--- src/rtl/seq_multiplier.sv ---
// Sequential shift-and-add multiplier, WIDTH x WIDTH -> 2*WIDTH, with optional
// two's-complement operands handled by sign-magnitude conversion around the core.
module seq_multiplier #(
  parameter int WIDTH = 8
) (
  input  logic               clk,
  input  logic               rst,
  input  logic               start,
  input  logic               signed_mode,
  input  logic [WIDTH-1:0]   a,
  input  logic [WIDTH-1:0]   b,
  output logic [2*WIDTH-1:0] product,
  output logic               busy,
  output logic               done
);

  localparam int CW = $clog2(WIDTH + 1);

  typedef enum logic [2:0] {
    S_IDLE,
    S_LOAD,
    S_CALC,
    S_FIX,
    S_DONE
  } state_t;

  state_t             state_q, state_d;
  logic [WIDTH:0]     acc_q, acc_d;
  logic [WIDTH-1:0]   q_q, q_d;
  logic [WIDTH-1:0]   mcand_q, mcand_d;
  logic [CW-1:0]      cnt_q, cnt_d;
  logic               neg_q, neg_d;
  logic               smode_q, smode_d;
  logic [2*WIDTH-1:0] product_q, product_d;

  logic [WIDTH:0]     sum;
  logic [2*WIDTH-1:0] raw;

  always_comb begin
    // NOTE: every signal gets a default before the case so no path leaves one unassigned (no latches).
    state_d   = state_q;
    acc_d     = acc_q;
    q_d       = q_q;
    mcand_d   = mcand_q;
    cnt_d     = cnt_q;
    neg_d     = neg_q;
    smode_d   = smode_q;
    product_d = product_q;
    sum       = acc_q + {1'b0, mcand_q};
    raw       = {acc_q[WIDTH-1:0], q_q};

    case (state_q)
      S_IDLE: begin
        if (start) begin
          mcand_d = a;
          q_d     = b;
          smode_d = signed_mode;
          state_d = S_LOAD;
        end
      end
      S_LOAD: begin
        // Magnitude of the most negative value wraps to itself, which is the correct unsigned magnitude.
        if (smode_q) begin
          q_d     = q_q[WIDTH-1]     ? -q_q     : q_q;
          mcand_d = mcand_q[WIDTH-1] ? -mcand_q : mcand_q;
          neg_d   = q_q[WIDTH-1] ^ mcand_q[WIDTH-1];
        end else begin
          neg_d   = 1'b0;
        end
        acc_d   = '0;
        cnt_d   = CW'(WIDTH);
        state_d = S_CALC;
      end
      S_CALC: begin
        if (!q_q[0]) sum = acc_q;
        {acc_d, q_d} = {1'b0, sum, q_q[WIDTH-1:1]};
        cnt_d = cnt_q - CW'(1);
        if (cnt_q == CW'(1)) state_d = S_FIX;
      end
      S_FIX: begin
        product_d = neg_q ? -raw : raw;
        state_d   = S_DONE;
      end
      S_DONE: begin
        state_d = S_IDLE;
      end
      default: begin
        state_d = S_IDLE;
      end
    endcase
  end

  // NOTE: sequential state uses non-blocking assignments so all flops update together at the edge.
  always_ff @(posedge clk or posedge rst) begin
    if (rst) begin
      state_q   <= S_IDLE;
      acc_q     <= '0;
      q_q       <= '0;
      mcand_q   <= '0;
      cnt_q     <= '0;
      neg_q     <= 1'b0;
      smode_q   <= 1'b0;
      product_q <= '0;
    end else begin
      state_q   <= state_d;
      acc_q     <= acc_d;
      q_q       <= q_d;
      mcand_q   <= mcand_d;
      cnt_q     <= cnt_d;
      neg_q     <= neg_d;
      smode_q   <= smode_d;
      product_q <= product_d;
    end
  end

  assign product = product_q;
  assign busy    = (state_q != S_IDLE);
  assign done    = (state_q == S_DONE);

endmodule

--- config.mk ---
export PLATFORM = sky130hd
export DESIGN_NAME = seq_multiplier
export DESIGN_NICKNAME = d
export VERILOG_FILES = /design/src/rtl/seq_multiplier.sv
export SDC_FILE = /design/constraint.sdc
export NUM_CORES = 1
export LEC_CHECK = 0
export CAP_MARGIN = 20
export CORE_UTILIZATION = 50
export DETAILED_ROUTE_END_ITERATION = 10
export PLACE_DENSITY = 0.84
export SYNTH_ARGS = -nofsm -noshare
export SYNTH_HDL_FRONTEND = slang
export SYNTH_SLANG_ARGS = --single-unit
--- constraint.sdc ---
create_clock -name clk -period 6.25 [get_ports clk]
set_clock_uncertainty 0.2 [all_clocks]
set_input_delay 0.625 -clock clk [delete_from_list [all_inputs] [get_ports clk]]
set_output_delay 0.625 -clock clk [all_outputs]
set_load 0.01 [all_outputs]
# Word-level counts from Yosys, hierarchy flattened

Index checks and enable logic that the tools add are counted.

Bits in registers: 50

Add/sub/neg operators: 5
Equal/unequal tests: 10
Muxes and demuxes: 16
Bitwise logic cells: 1
Reductions and logical operators: 11

Operators by type and width:

| operator                                         | number |
|---|---|
| two-way mux 8 bit                                | 6 |
| one-hot mux 8 bit (3 select lines)               | 1 |
| one-hot mux 9 bit (2 select lines)               | 1 |
| two-way mux 16 bit                               | 1 |
| negator 16 bit                                   | 1 |
| negator 8 bit                                    | 2 |
| one-hot mux 8 bit (2 select lines)               | 1 |
| one-hot mux 3 bit (4 select lines)               | 1 |
| != test 2 bit, second input constant             | 5 |
| adder 9 x 8 -> 9 bit                             | 1 |
| two-way mux 9 bit                                | 1 |
| one-hot mux 4 bit (2 select lines)               | 1 |
| AND reduction 4 bit                              | 2 |
| == test 3 x 2 -> 1 bit, second input constant    | 2 |
| two-way mux 3 bit                                | 2 |
| AND reduction 3 bit                              | 2 |
| nonzero test 3 bit                               | 2 |
| == test 4 x 1 -> 1 bit, second input constant    | 1 |
| AND reduction 2 bit                              | 2 |
| nonzero test 2 bit                               | 2 |
| subtractor 4 x 1 -> 4 bit, second input constant | 1 |
| == test 3 x 1 -> 1 bit, second input constant    | 1 |
| == test 3 bit, second input constant             | 1 |
| zero test 3 bit                                  | 1 |
| 2 further kinds                                  | 2 |

# Depth between registers and ports, before layout

Depth in word-level cells: 4
Gate-level depth with buffers: 8
Depth with buffers taken out: 7

# Least setup slack after synthesis

Ideal clock, no wire load.

Kind: flip-flop to flip-flop
Start: reg q_q[0]
End: reg product_q[8], in the netlist product[8]
Arrival time: 1.985 ns
Path slack: 3.932 ns
Stages on the path, launching flop included: 8
Buffers on the path: 1
Cell sequence: dfrtp_1 -> inv_1 -> ha_1 -> or4b_2 -> clkbuf_1 -> o41ai_1 -> xor2_1 -> o21ai_0

Cells in the longest elaborated chain, start to end: 2

RTL lines:

| item                   | RTL line | text |
|---|---|---|
| from (decl)            | 29       | `logic [WIDTH-1:0] q_q, q_d;` |
| from (signal assigned) | 107      | `q_q <= q_d;` |
| negator 16 bit         | 81       | `product_d = neg_q ? -raw : raw;` |
| two-way mux 16 bit     | 81       |  |
| to (signal assigned)   | 112      | `product_q <= product_d;` |
| to (decl)              | 34       | `logic [2*WIDTH-1:0] product_q, product_d;` |

No other way between the ends.
A chain may end at the register's enable or synchronous reset.

# Final worst setup path

Start: reg state_q[2]
End: reg q_q[6]

Cells in the longest elaborated chain, start to end: 3

RTL lines:

| item                                                                        | RTL line | text |
|---|---|---|
| from (decl)                                                                 | 27       | `state_t state_q, state_d;` |
| from (signal assigned)                                                      | 105      | `state_q <= state_d;` |
| == test 3 x 1 -> 1 bit, or another cell as far along                        | 52       | `case (state_q)` |
| != test 2 bit (no source line) / nonzero test 3 bit (equally long branches) | n/a      |  |
| AND reduction 4 bit (no source line)                                        | n/a      |  |

Several ways; a longest one is shown, not always the timed one.

==> impl_metrics.env <==
export IMPL_design_area_um2=3460
export IMPL_worstSkewPairLatency_ns=0.32
export IMPL_worstPathCellList="nor2_1, and2_1, nor2_1, inv_1, o211ai_1, a31oi_1"
export IMPL_worst_r2r_startpoint="state_q[2]"
export IMPL_portBuffers=37
export IMPL_htree_levels=2
export IMPL_die_w_um=78.9
export IMPL_power_per_cell_area_nw_per_um2=499
export IMPL_synthDistinctLibCells=50
export IMPL_overflow=0
export IMPL_holdBufCountCts=0
export IMPL_finalNetCount=387
export IMPL_antenna_found_initial=0
export IMPL_io_pins=38
export IMPL_multi_input_area_um2=1600
export IMPL_cp_startpoint="state_q[2]"
export IMPL_synth_top_cell_by_area="dfrtp_1"
export IMPL_syn_inst=327
export IMPL_cts_tree="done"
export IMPL_nFillCells=479
export IMPL_setup_viol=0
export IMPL_syn_area_per_cell_um2=9.05
export IMPL_outcome="finished clean"
export IMPL_drive_gt1_share_pct=5.37
export IMPL_rows=27
export IMPL_max_cap_viol_count=0
export IMPL_drc=0
export IMPL_setup_slack_ns=3.49
export IMPL_synth_top_area_share_pct=41.5
export IMPL_finalHoldViolations=0
export IMPL_clock_path_buffers=2
export IMPL_dieArea_um2=6230
export IMPL_hold_path_class="flip-flop to flip-flop"
export IMPL_synth_flop_cell="dfrtp_1"
export IMPL_criticalPathCategory="flip-flop to flip-flop"
export IMPL_wl_per_cell_um=15.3
export IMPL_gp_congestion=0.867
export IMPL_crit_fanout=18
export IMPL_crit_arrival_ns=2.73
export IMPL_timing_slew_headroom_pct=30.0
export IMPL_cts_setup_buffers=0
export IMPL_cp_num_buf_inv=1
export IMPL_yosys_top_cells_count="49 x dfrtp_1, 40 x nand2_1, 40 x o21ai_0"
export IMPL_wl_mm=6.52
export IMPL_cp_required_ns=6.22
export IMPL_slowest_delay_ns=0.89
export IMPL_vias=2590
export IMPL_grt_pass1_wl_mm=11.1
export IMPL_fin_crit_ns=2.76
export IMPL_cp_top_family="simple AND/OR/NAND/NOR gates"
export IMPL_firstDrtPassIters=5
export IMPL_cp_slowest_cell="nor2_1"
export IMPL_syn_to_final_growth_pct=17.0
export IMPL_max_freq_mhz=362
export IMPL_crit_path_frequent_cell="nor2_1"
export IMPL_leakage_nw=1.46
export IMPL_cts_sinks=49
export IMPL_post_route_period_util_pct=44.2
export IMPL_antennaDiodeCount=0
export IMPL_seq_area_um2=1230
export IMPL_grt_total_usage_pct=22.8
export IMPL_ctsResizeCount=0
export IMPL_worst_slew_pin_slew_ns=1.05
export IMPL_hpwl_mm=4.70
export IMPL_ir_worst_vdd_uv=336
export IMPL_yosys_warnings=0
export IMPL_synth_most_common_cell="dfrtp_1"
export IMPL_ys_seq_elements=49
export IMPL_grt_setup_unrepaired="no"
export IMPL_chipHeight_um=78.9
export IMPL_slew_violations=0
export IMPL_core_area_um2=5610
export IMPL_syn_area_um2=2960
export IMPL_synth_nets=361
export IMPL_grt_max_degree=50
export IMPL_antenna_left=0
export IMPL_tns_ns=0
export IMPL_path_clk_slew_ns=0.10
export IMPL_avgViaCountPerCell=6.08
export IMPL_cts_root_buf="clkbuf_8"
export IMPL_synth_edf_count=0
export IMPL_drt_iter0_drc=223
export IMPL_grt_pass1_vias=2421
export IMPL_start_util_pct=52.7
export IMPL_synth_area_leaders="dfrtp_1 41%, o21ai_0 6.8%, ha_1 5.5%, nand2_1 5.1%, xor2_1 3.8%"
export IMPL_synth_async_sr_flop_share_pct=100
export IMPL_fin_hold_ws_ns=0.284
export IMPL_placed_area_um2=3340
export IMPL_dpl_worst_slack_ns=3.45
export IMPL_numCtsBuffers=5
export IMPL_critPathLaunchType="flip-flop"
export IMPL_ys_seq_area_share_pct=41.5
export IMPL_hp_start="product[2]"
export IMPL_endpoint_kind="flip-flop"
[tightest hold or removal path, stage by stage, from the launching register on]
cell and delay, ns:
dfrtp_1 0.35, nand2_1 0.04, o21ai_0 0.06
[placed cells by master, fill, tap and decap left out, types with 3 or more instances in the layout]
cell type	instances
a211oi_1	4
a21o_1	5
a21oi_1	9
a221o_1	5
a22oi_1	5
a31oi_1	7
a32oi_1	4
clkbuf_8	5
clkdlybuf4s50_1	37
dfrtp_1	49
ha_1	13
inv_1	12
mux2i_1	5
nand2_1	40
nand3_1	7
nand3b_1	3
nand4_1	4
nor2_1	16
nor3_1	8
nor3b_1	7
o21ai_0	40
o22ai_1	5
o31ai_1	3
o41ai_1	3
or3_1	5
or4_1	3
xnor2_1	4
xor2_1	13
[logic make-up (layout without fill, tap and decap cells)]
kind of cell / count (synthesis) / count (layout) / share of synthesized area, %
xor gates and xnor gates: 17 / 17 / 5.03
AOI/OAI and AO/OA: 102 / 102 / 22.5
DFF: 49 / 49 / 41.5
muxes: 6 / 6 / 2.07
adders and majority gates: 14 / 14 / 6.18
and+or+nand+nor: 105 / 105 / 18.1
buffers and inverters: 34 / 61 / 4.61
[metrics by stage]
step	cells	power [W]	utilization (%)
after floorplan	327	0.00126	-
after global placement	416	0.00149	59.5
after detailed placement	416	0.00152	59.5
after CTS	424	0.00171	61.1
after global routing	426	0.00187	61.7
final	426	0.00173	61.7
[layout make-up]
type                    count  share of cell area, %
multi-input cells         244                   46.1
inverters                  13                   1.41
well taps                  72                   2.60
clock buffers               6                   2.10
flip-flops and latches     49                   35.4
clock inverters             2                  0.434
repair buffers             40                   11.9
[report_power, final]
| group | switching [W] | leakage, nW | internal, W | total (W) |
|---|---|---|---|---|
| Sequential | 0.000208 | 0.615 | 0.000453 | 0.000662 |
| Combinational | 0.000463 | 0.809 | 0.000413 | 0.000877 |
| Clock | 0.000110 | 0.0374 | 0.0000790 | 0.000189 |
[flip-flops by register name (all words and copies together), names as in the netlist]
signal,flops
q_q,8
smode_q,1
state_q,3
acc_q,8
product,16
mcand_q,8
neg_q,1
cnt_q,4
[path summary, 6_finish.rpt]
kind | endpoint | slack [ns] | cells after the start
setup reg to reg | q_q[6] | 3.49 | 6
setup / recovery | q_q[6] | 3.49 | 6
hold reg to reg | product[2] | 0.28 | 2
min in group asynchronous | product[5] | 0.44 | 2
max in group asynchronous | mcand_q[0] | 4.89 | 3
hold / removal | product[2] | 0.28 | 2
[per-layer routing]
| layer | GRT usage [%] | part of all wire (%) | vias to the layer above |
|---|---|---|---|
| li1 | - | - | 1253 |
| met1 | 30.3 | 46 | 1228 |
| met2 | 37.6 | 47 | 99 |
| met3 | 3.33 | 5.7 | 10 |
| met4 | 8.91 | 1.7 | 0 |
| met5 | 0 | 0 | - |
No activity file was read; power rests on OpenSTA's default activity.
